--- src/rtl/div_seq.sv ---
// Sequential restoring divider: one quotient bit per cycle through a single shared
// WIDTH+1-bit subtractor. Results and the divide-by-zero flag are held until the next DONE.
module div_seq #(
  parameter int unsigned WIDTH = 8
) (
  input  logic             CLK,
  input  logic             RESET,
  input  logic             START,
  input  logic [WIDTH-1:0] DIVIDEND,
  input  logic [WIDTH-1:0] DIVISOR,
  output logic             BUSY,
  output logic             DONE,
  output logic [WIDTH-1:0] QUOTIENT,
  output logic [WIDTH-1:0] REMAINDER,
  output logic             DIV_BY_ZERO
);

  localparam int unsigned CntW = (WIDTH > 2) ? $clog2(WIDTH) : 1;
  localparam logic [CntW-1:0] LastStep = CntW'(WIDTH - 1);

  typedef enum logic [1:0] {StIdle, StRun, StFin} state_e;

  state_e           state_q, state_d;
  logic [WIDTH-1:0] q_q, q_d;
  logic [WIDTH:0]   r_q, r_d;
  logic [CntW-1:0]  cnt_q, cnt_d;
  logic [WIDTH-1:0] dvs_q, dvs_d;
  logic [WIDTH-1:0] quot_q, quot_d;
  logic [WIDTH-1:0] rem_q, rem_d;
  logic             dbz_q, dbz_d;
  logic             busy_q, busy_d;
  logic             done_q, done_d;

  logic [WIDTH:0]   trial;
  logic [WIDTH+1:0] sum;
  logic             no_borrow;
  logic [WIDTH-1:0] q_step;
  logic [WIDTH:0]   r_step;
  logic             unused_r_msb;

  // Restoring divider never leaves a remainder wider than the divisor.
  assign unused_r_msb = r_q[WIDTH];

  // Subtract as add of the inverted divisor with carry-in 1; carry-out 1 means no borrow.
  always_comb begin
    trial     = {r_q[WIDTH-1:0], q_q[WIDTH-1]};
    sum       = {1'b0, trial} + {1'b0, ~{1'b0, dvs_q}} + (WIDTH+2)'(1);
    no_borrow = sum[WIDTH+1];
    r_step    = no_borrow ? sum[WIDTH:0] : trial;
    q_step    = {q_q[WIDTH-2:0], no_borrow};
  end

  always_comb begin
    state_d = state_q;
    q_d     = q_q;
    r_d     = r_q;
    cnt_d   = cnt_q;
    dvs_d   = dvs_q;
    quot_d  = quot_q;
    rem_d   = rem_q;
    dbz_d   = dbz_q;
    unique case (state_q)
      StIdle, StFin: begin
        state_d = StIdle;
        if (START) begin
          q_d   = DIVIDEND;
          r_d   = '0;
          cnt_d = '0;
          dvs_d = DIVISOR;
          if (DIVISOR == '0) begin
            state_d = StFin;
            quot_d  = '1;
            rem_d   = DIVIDEND;
            dbz_d   = 1'b1;
          end else begin
            state_d = StRun;
          end
        end
      end
      StRun: begin
        q_d   = q_step;
        r_d   = r_step;
        cnt_d = cnt_q + 1'b1;
        if (cnt_q == LastStep) begin
          state_d = StFin;
          quot_d  = q_step;
          rem_d   = r_step[WIDTH-1:0];
          dbz_d   = 1'b0;
        end
      end
      default: state_d = StIdle;
    endcase
    busy_d = (state_d == StRun);
    done_d = (state_d == StFin);
  end

  always_ff @(posedge CLK) begin
    if (RESET) begin
      state_q <= StIdle;
      q_q     <= '0;
      r_q     <= '0;
      cnt_q   <= '0;
      dvs_q   <= '0;
      quot_q  <= '0;
      rem_q   <= '0;
      dbz_q   <= 1'b0;
      busy_q  <= 1'b0;
      done_q  <= 1'b0;
    end else begin
      state_q <= state_d;
      q_q     <= q_d;
      r_q     <= r_d;
      cnt_q   <= cnt_d;
      dvs_q   <= dvs_d;
      quot_q  <= quot_d;
      rem_q   <= rem_d;
      dbz_q   <= dbz_d;
      busy_q  <= busy_d;
      done_q  <= done_d;
    end
  end

  assign BUSY        = busy_q;
  assign DONE        = done_q;
  assign QUOTIENT    = quot_q;
  assign REMAINDER   = rem_q;
  assign DIV_BY_ZERO = dbz_q;

endmodule

--- config.mk ---
export PLATFORM = sky130hd
export DESIGN_NAME = div_seq
export DESIGN_NICKNAME = d
export VERILOG_FILES = /design/src/rtl/div_seq.sv
export SDC_FILE = /design/constraint.sdc
export NUM_CORES = 1
export LEC_CHECK = 0
export CAP_MARGIN = 20
export CORE_ASPECT_RATIO = 0.8
export CORE_MARGIN = 5
export CORE_UTILIZATION = 26
export CTS_CLUSTER_DIAMETER = 150
export CTS_CLUSTER_SIZE = 20
export DETAILED_ROUTE_END_ITERATION = 7
export SYNTH_ARGS = -nofsm -noshare
export SYNTH_HDL_FRONTEND = slang
export SYNTH_SLANG_ARGS = --single-unit
--- constraint.sdc ---
create_clock -name CLK -period 1.9 [get_ports CLK]
set_input_delay 0.38 -clock CLK [delete_from_list [all_inputs] [get_ports CLK]]
set_output_delay 0.38 -clock CLK [all_outputs]
set_load 0.02 [all_outputs]
==> results of run 1 <==
[cell usage after synthesis, types with 4 or more instances]
cell type | n | area, sq um
o31ai_1 | 9 | 67.56
o21ai_1 | 5 | 25.02
nand2_1 | 47 | 176.4
clkbuf_1 | 6 | 22.52
nand2b_1 | 5 | 31.28
a22oi_1 | 5 | 37.54
nor2b_1 | 4 | 25.02
nor2_1 | 29 | 108.9
inv_1 | 14 | 52.55
buf_2 | 12 | 60.06
nand4_1 | 6 | 37.54
nand3_1 | 12 | 60.06
a21oi_1 | 23 | 115.1
o21ai_0 | 10 | 50.05
dfxtp_1 | 48 | 960.9
nor3_1 | 10 | 50.05
a311oi_1 | 5 | 43.79
nor4b_1 | 6 | 52.55
ha_1 | 10 | 125.1
a211oi_1 | 4 | 30.03
[kinds of logic after synthesis]
kind of cell / count (synthesis) / synth area share, %
AO/OA/AOI/OAI: 97 / 25.52
XOR/XNOR: 3 / 0.9470
adder cells (fa/ha/maj): 11 / 5.230
buffers and inverters: 37 / 6.627
flip-flops: 48 / 34.63
multiplexers: 2 / 0.7214
AND/OR/NAND/NOR: 138 / 26.33
[metal layers]
layer  track usage (%)  vias up  share of wire, %
li1                  -     1388                 -
met1             17.95     1346                47
met2             21.28      109                46
met3             2.403       20               5.5
met4             3.583        0               1.6
met5                 0        -                 0
[per-stage QoR]
stage | cell area, sq um | util [%] | setup TNS [ps]
finish | 3973 | 38.48 | -17.83
global route | 3973 | 38.48 | -211.6
CTS | 3849 | 37.28 | 0
detailed placement | 3622 | 35.09 | -2772
global placement | 3622 | 35.09 | -1937
floorplan | 2775 | - | 0
[how the worst min path moves through the flow]
stage / end / slack [ps] / cells past startpoint
after global routing: dvs_q[3] / 480 / 2
after detailed placement: q_q[3] / 450 / 2
after global placement: dvs_q[7] / 440 / 2
final: q_q[3] / 460 / 2
after CTS: q_q[3] / 460 / 2
after floorplan: dvs_q[2] / 440 / 2
[layout make-up]
class                   instances  area [sq um]  share of cell area, %
flip-flops and latches         48         967.2                  24.35
repair buffers                 90         834.6                  21.01
multi-input cells             251          1747                  43.97
clock buffers                   5         125.1                  3.150
inverters                      14         55.05                  1.386
clock inverters                 3         68.82                  1.732
well taps                     140         175.2                  4.409
[critical path: cells and delay by family (launching register included)]
family          cells  cell delay, ps
fa+ha+maj           2             500
flops               1             360
buf+inv             1              40
compound gates      3             670
simple gates        2             280
[timing repair]
item | in CTS | in global routing
hold buffers | 0 | 0
setup endpoints to repair | 16 | 15
gates resized for setup | 9 | 21
buffers inserted | 0 | 4
pin swaps | 1 | 10
[registers in the layout, summed over array words and instances, names as in the netlist]
signal,cells
r_q,8
state_q,2
q_q,8
REMAINDER,8
cnt_q,3
DIV_BY_ZERO,1
dvs_q,8
BUSY,1
QUOTIENT,8
DONE,1
[cells in the final DEF (no fill, tap or decap), types with 3 or more instances in the layout]
cell type / Yosys / final
a311oi_1: 5 / 5
nand2_1: 47 / 46
a2bb2oi_1: 3 / 3
nand2b_1: 5 / 4
o221a_2: 3 / 3
nor2_2: 2 / 3
o21ai_0: 10 / 8
nor2b_1: 4 / 3
nand4_1: 6 / 6
a32o_1: 3 / 3
buf_12: 0 / 5
o21ai_1: 5 / 6
nor4bb_1: 3 / 3
a21oi_2: 1 / 3
a22oi_1: 5 / 5
o31ai_1: 9 / 9
a211oi_1: 4 / 4
buf_4: 2 / 47
dfxtp_2: 0 / 5
dfxtp_1: 48 / 43
a21oi_1: 23 / 21
o221ai_1: 3 / 3
ha_1: 10 / 5
clkbuf_16: 0 / 5
a21boi_0: 3 / 3
nor3_1: 10 / 10
clkdlybuf4s50_1: 0 / 37
o211ai_1: 3 / 3
ha_4: 0 / 5
inv_1: 14 / 13
nand3_1: 12 / 12
nor4b_1: 6 / 5
nor2_1: 29 / 28
[power by group through the flow]
stage / Sequential (mW) / Clock, mW / Combinational [mW]
2_1_floorplan: 1.19 / 0 / 0.719
3_3_place_gp: 1.17 / 0 / 1.22
3_5_place_dp: 1.17 / 0 / 1.23
4_1_cts: 1.15 / 1.20 / 1.28
5_1_grt: 1.16 / 1.24 / 1.46
6_report: 1.15 / 1.17 / 1.36
==> impl_metrics.tcl, run 1 <==
set metrics [dict create \
    status "finished with violations" \
    violations "negative setup slack" \
    num_rows 33 \
    setup_viol 1 \
    ys_types 60 \
    num_vias 2863 \
    reg2reg_from "q_q[7]" \
    fin_crit_sh_pct 100.9 \
    worst_setup_path_end_kind "register" \
    drcViolationCount 0 \
    rsz0062_at_grt "true" \
    cts_tree "done" \
    max-vdd-ir-drop_v 0.0003923 \
    grt_pass1_vias 2684 \
    hp-class "register to register" \
    r2r.worst_path.cells 8 \
    wire_per_inst_um 16.09 \
    path_cells "inv_4, ha_4, fa_2, nand2b_4, a2111o_1, o311ai_2, o211ai_1, nand3_1" \
    cts_sinks 48 \
    r2r-end "r_q[6]" \
    dp_worst_setup_slack_ps -214.3 \
    power_frac_seq_pct 31.3 \
    dieHeight_um 102.4 \
    die_w_um 125.5 \
    place_hpwl_mm 6.553 \
    synth_flop_cell "dfxtp_1" \
    avgViaCountPerCell 5.196 \
    dp_cells 539 \
    area_growth_pct 43.15 \
    instances_no_fill 551 \
    finalClockSkew_ps 5.197 \
    nets 440 \
    clock_latency_ps 290 \
    p_clk_share_pct 31.7 \
    cpPeakStageDelay_ps 430 \
    crit_end "r_q[6]" \
    grt_overflow 0 \
    finalPower_mw 3.684 \
    netlist_area_sq_um 2775 \
    ioPinCount 38 \
    drt_pre_antenna_iters 5 \
    avgSynthCellArea_sq_um 8.259 \
    finalMaxSlewViolations 0 \
    grt_max_degree 26 \
    antenna_left 0 \
    grtUsageTotal_pct 13.08 \
    worstPathRequired_ps 2130 \
    yosysSeqAreaShare_pct 34.63 \
    clockBufferDepth 2 \
    rrSetupSlack_ps -20 \
    powerDensity_nw_per_um2 927.3 \
    synth_edf_count 0 \
    p_leak_nw 1.519 \
    diodes 0 \
    fmax_mhz 521.4 \
    cts_max_level 2 \
    hold_start "q_q[3]" \
    p_int_mw 2.471 \
    fin_crit_ps 1918 \
    syn_nets 366 \
    start_kind "register" \
    clk_pin_slew_ps 70 \
    ys_warn_count 0 \
    finalWorstSetupSlack_ps -17.83 \
    crit_type "register to register" \
    slowest_stage "a2111o_1" \
    ys_async_sr_fraction_pct 0 \
    grt_pass1_wl_mm 13.55 \
    first_iter_violations 265 \
    holdWs_ps 459.9 \
    layout-drive-gt1-share_pct 25.30 \
    numPortBuffers 37 \
    maxSlewHeadroom_pct 61.47 \
    cp_max_fo 3 \
    fillers 1101 \
    start_util_pct 26.88 \
    switching_share_pct 32.92 \
    design.core.area_sq_um 10320 \
    clockRootBuffer "clkbuf_16" \
    power_switching_mw 1.213 \
    arrival_ps 2150 \
    dieArea_sq_um 12850 \
    syn_inst 336 \
    gp_routability_congestion 0.8455 \
    cts_made_buffers 5 \
    tightest_slew_ps 575.8 \
    hold_viol 0 \
    ys_ff_latch 48 \
    routed_wl_mm 8.863 \
    max_cap_violations 0 \
    p_comb_share_pct 36.9 \
    antenna_found_initial 0 \
    crit_start "q_q[7]" \
]
Power figures use the tool's default switching activity.
==> run 2: changes to the inputs <==
Settings changed: REMOVE_ABC_BUFFERS set to 1.
==> run 2 against run 1 <==
The flow now finishes without violations. Sequential share of layout area decreased by 0.94 points. Maximum frequency increased by 1.9%. Clock-buffer cell count unchanged. Register-to-register slack improved by 40 ps. Critical path type unchanged. Critical endpoint unchanged.
==> impl_metrics.tcl, run 2 (synthesis gave the netlist of run 1 again) <==
set metrics [dict create \
    area_growth_pct 49.10 \
    max-vdd-ir-drop_v 0.0004202 \
    clockBufferDepth 2 \
    path_cells "inv_2, ha_4, fa_2, nand2b_4, a2111o_1, o311ai_4, o211ai_1, nand3_1" \
    powerDensity_nw_per_um2 916.8 \
    finalWorstSetupSlack_ps 17.51 \
    status "completed" \
    max_cap_violations 0 \
    setup_viol 0 \
    dieHeight_um 102.4 \
    clock_latency_ps 290 \
    grt_max_degree 31 \
    critical_path_buf_inv_count 1 \
    cts_max_level 2 \
    fmax_mhz 531.2 \
    path_delay_family "compound AO/OA/AOI/OAI gates" \
    final_core_util_pct 40.08 \
    cp_max_fo 3 \
    grtUsageTotal_pct 13.24 \
    drcViolationCount 0 \
    arrival_ps 2120 \
    worstPathRequired_ps 2140 \
    design.core.area_sq_um 10320 \
    maxSlewHeadroom_pct 70.36 \
    slowest_stage "a2111o_1" \
    nets 440 \
    layout-drive-gt1-share_pct 30.90 \
    antenna_left 0 \
    routed_wl_mm 8.796 \
    avgViaCountPerCell 5.152 \
    fin_crit_ps 1882 \
    finalPower_mw 3.793 \
    antenna_found_initial 0 \
    numPortBuffers 37 \
    place_hpwl_mm 6.513 \
    final_common_cell "buf_4" \
    ioPinCount 38 \
    clockRootBuffer "clkbuf_16" \
    cpPeakStageDelay_ps 410 \
    grt_overflow 0 \
    grt_pass1_wl_mm 13.97 \
    dp_worst_setup_slack_ps -259.9 \
    finalMaxSlewViolations 0 \
    grt_pass1_vias 2669 \
    dieArea_sq_um 12850 \
    die_w_um 125.5 \
    num_vias 2839 \
    ctsHoldBuffers 0 \
    finalClockSkew_ps 6.546 \
    worst_setup_path_end_kind "register" \
    start_kind "register" \
    start_util_pct 26.88 \
    cts_tree "done" \
    crit_type "register to register" \
    clk_pin_slew_ps 70 \
    gp_routability_congestion 0.8742 \
    diodes 0 \
    rsz0062_at_grt "true" \
    wire_per_inst_um 15.96 \
    hold_viol 0 \
    hp-class "register to register" \
    cts_made_buffers 5 \
    drt_pre_antenna_iters 5 \
    final_cell_mix "buf_4, nand2_1, dfxtp_1, clkdlybuf4s50_1, nor2_1" \
    fin_crit_sh_pct 99.08 \
    tightest_slew_ps 444.1 \
    finalSetupTns_ps 0 \
    fillers 1063 \
    p_leak_nw 1.558 \
    cts_sinks 48 \
    num_rows 33 \
    first_iter_violations 272 \
]
[run 2: final cells by class]
cell class / instances / area, sq um / area share, %
multi-input combinational: 251 / 1952 / 47.17
sequential: 48 / 968.4 / 23.40
timing repair buffer: 90 / 792.0 / 19.14
tap: 140 / 175.2 / 4.233
clock buffer: 5 / 125.1 / 3.024
clock inverter: 3 / 68.82 / 1.663
inverter: 14 / 56.30 / 1.361
[run 2: path summary, 6_finish.rpt]
kind | startpoint | to | slack [ps] | depth (start not counted)
worst max-delay path | q_q[7] | r_q[6] | 20 | 8
worst min-delay path | dvs_q[6] | dvs_q[6] | 460 | 2
worst min register to register | dvs_q[6] | dvs_q[6] | 460 | 2
worst max register to register | q_q[7] | r_q[6] | 20 | 8
[run 2: worst min-delay path, cell delays in order, from the launching register on]
cell and delay [ps]:
dfxtp_1 310, nand2_1 50, a21oi_1 50
[run 2: timing repair]
action,4_1_cts,5_1_grt
gates resized for setup,6,63
pin swaps,1,15
hold endpoints to repair,0,0
setup endpoints to repair,5,22
setup buffers,0,3
[run 2: metal layers]
| layer | track usage, % | up-vias | share of wire [%] | wire length [um] |
|---|---|---|---|---|
| met5 | 0 | - | 0 | 0 |
| met4 | 3.167 | 0 | 1.3 | 115 |
| met3 | 2.874 | 10 | 6.3 | 553 |
| met2 | 19.27 | 111 | 42 | 3728 |
| met1 | 19.81 | 1334 | 50 | 4399 |
| li1 | - | 1384 | - | - |
[run 2: per-stage QoR]
stage,hold WS [ps],area (sq um),cells
6_report,458.9,4138,551
3_3_place_gp,447.0,3580,540
3_5_place_dp,452.3,3580,540
2_1_floorplan,430.3,2644,313
5_1_grt,477.0,4138,551
4_1_cts,463.9,3800,548
[run 2: power by group]
part           internal, mW  total (mW)  switching (mW)
logic                 0.662        1.46           0.799
registers              1.09        1.16          0.0748
clock network         0.759        1.17           0.409
total                  2.51        3.79            1.28
==> run 3: changes to the inputs <==
Settings changed: HOLD_SLACK_MARGIN set to 0.03.
==> results of run 3 <==
The final DEF is identical to that of run 2; final timing and power are the same.
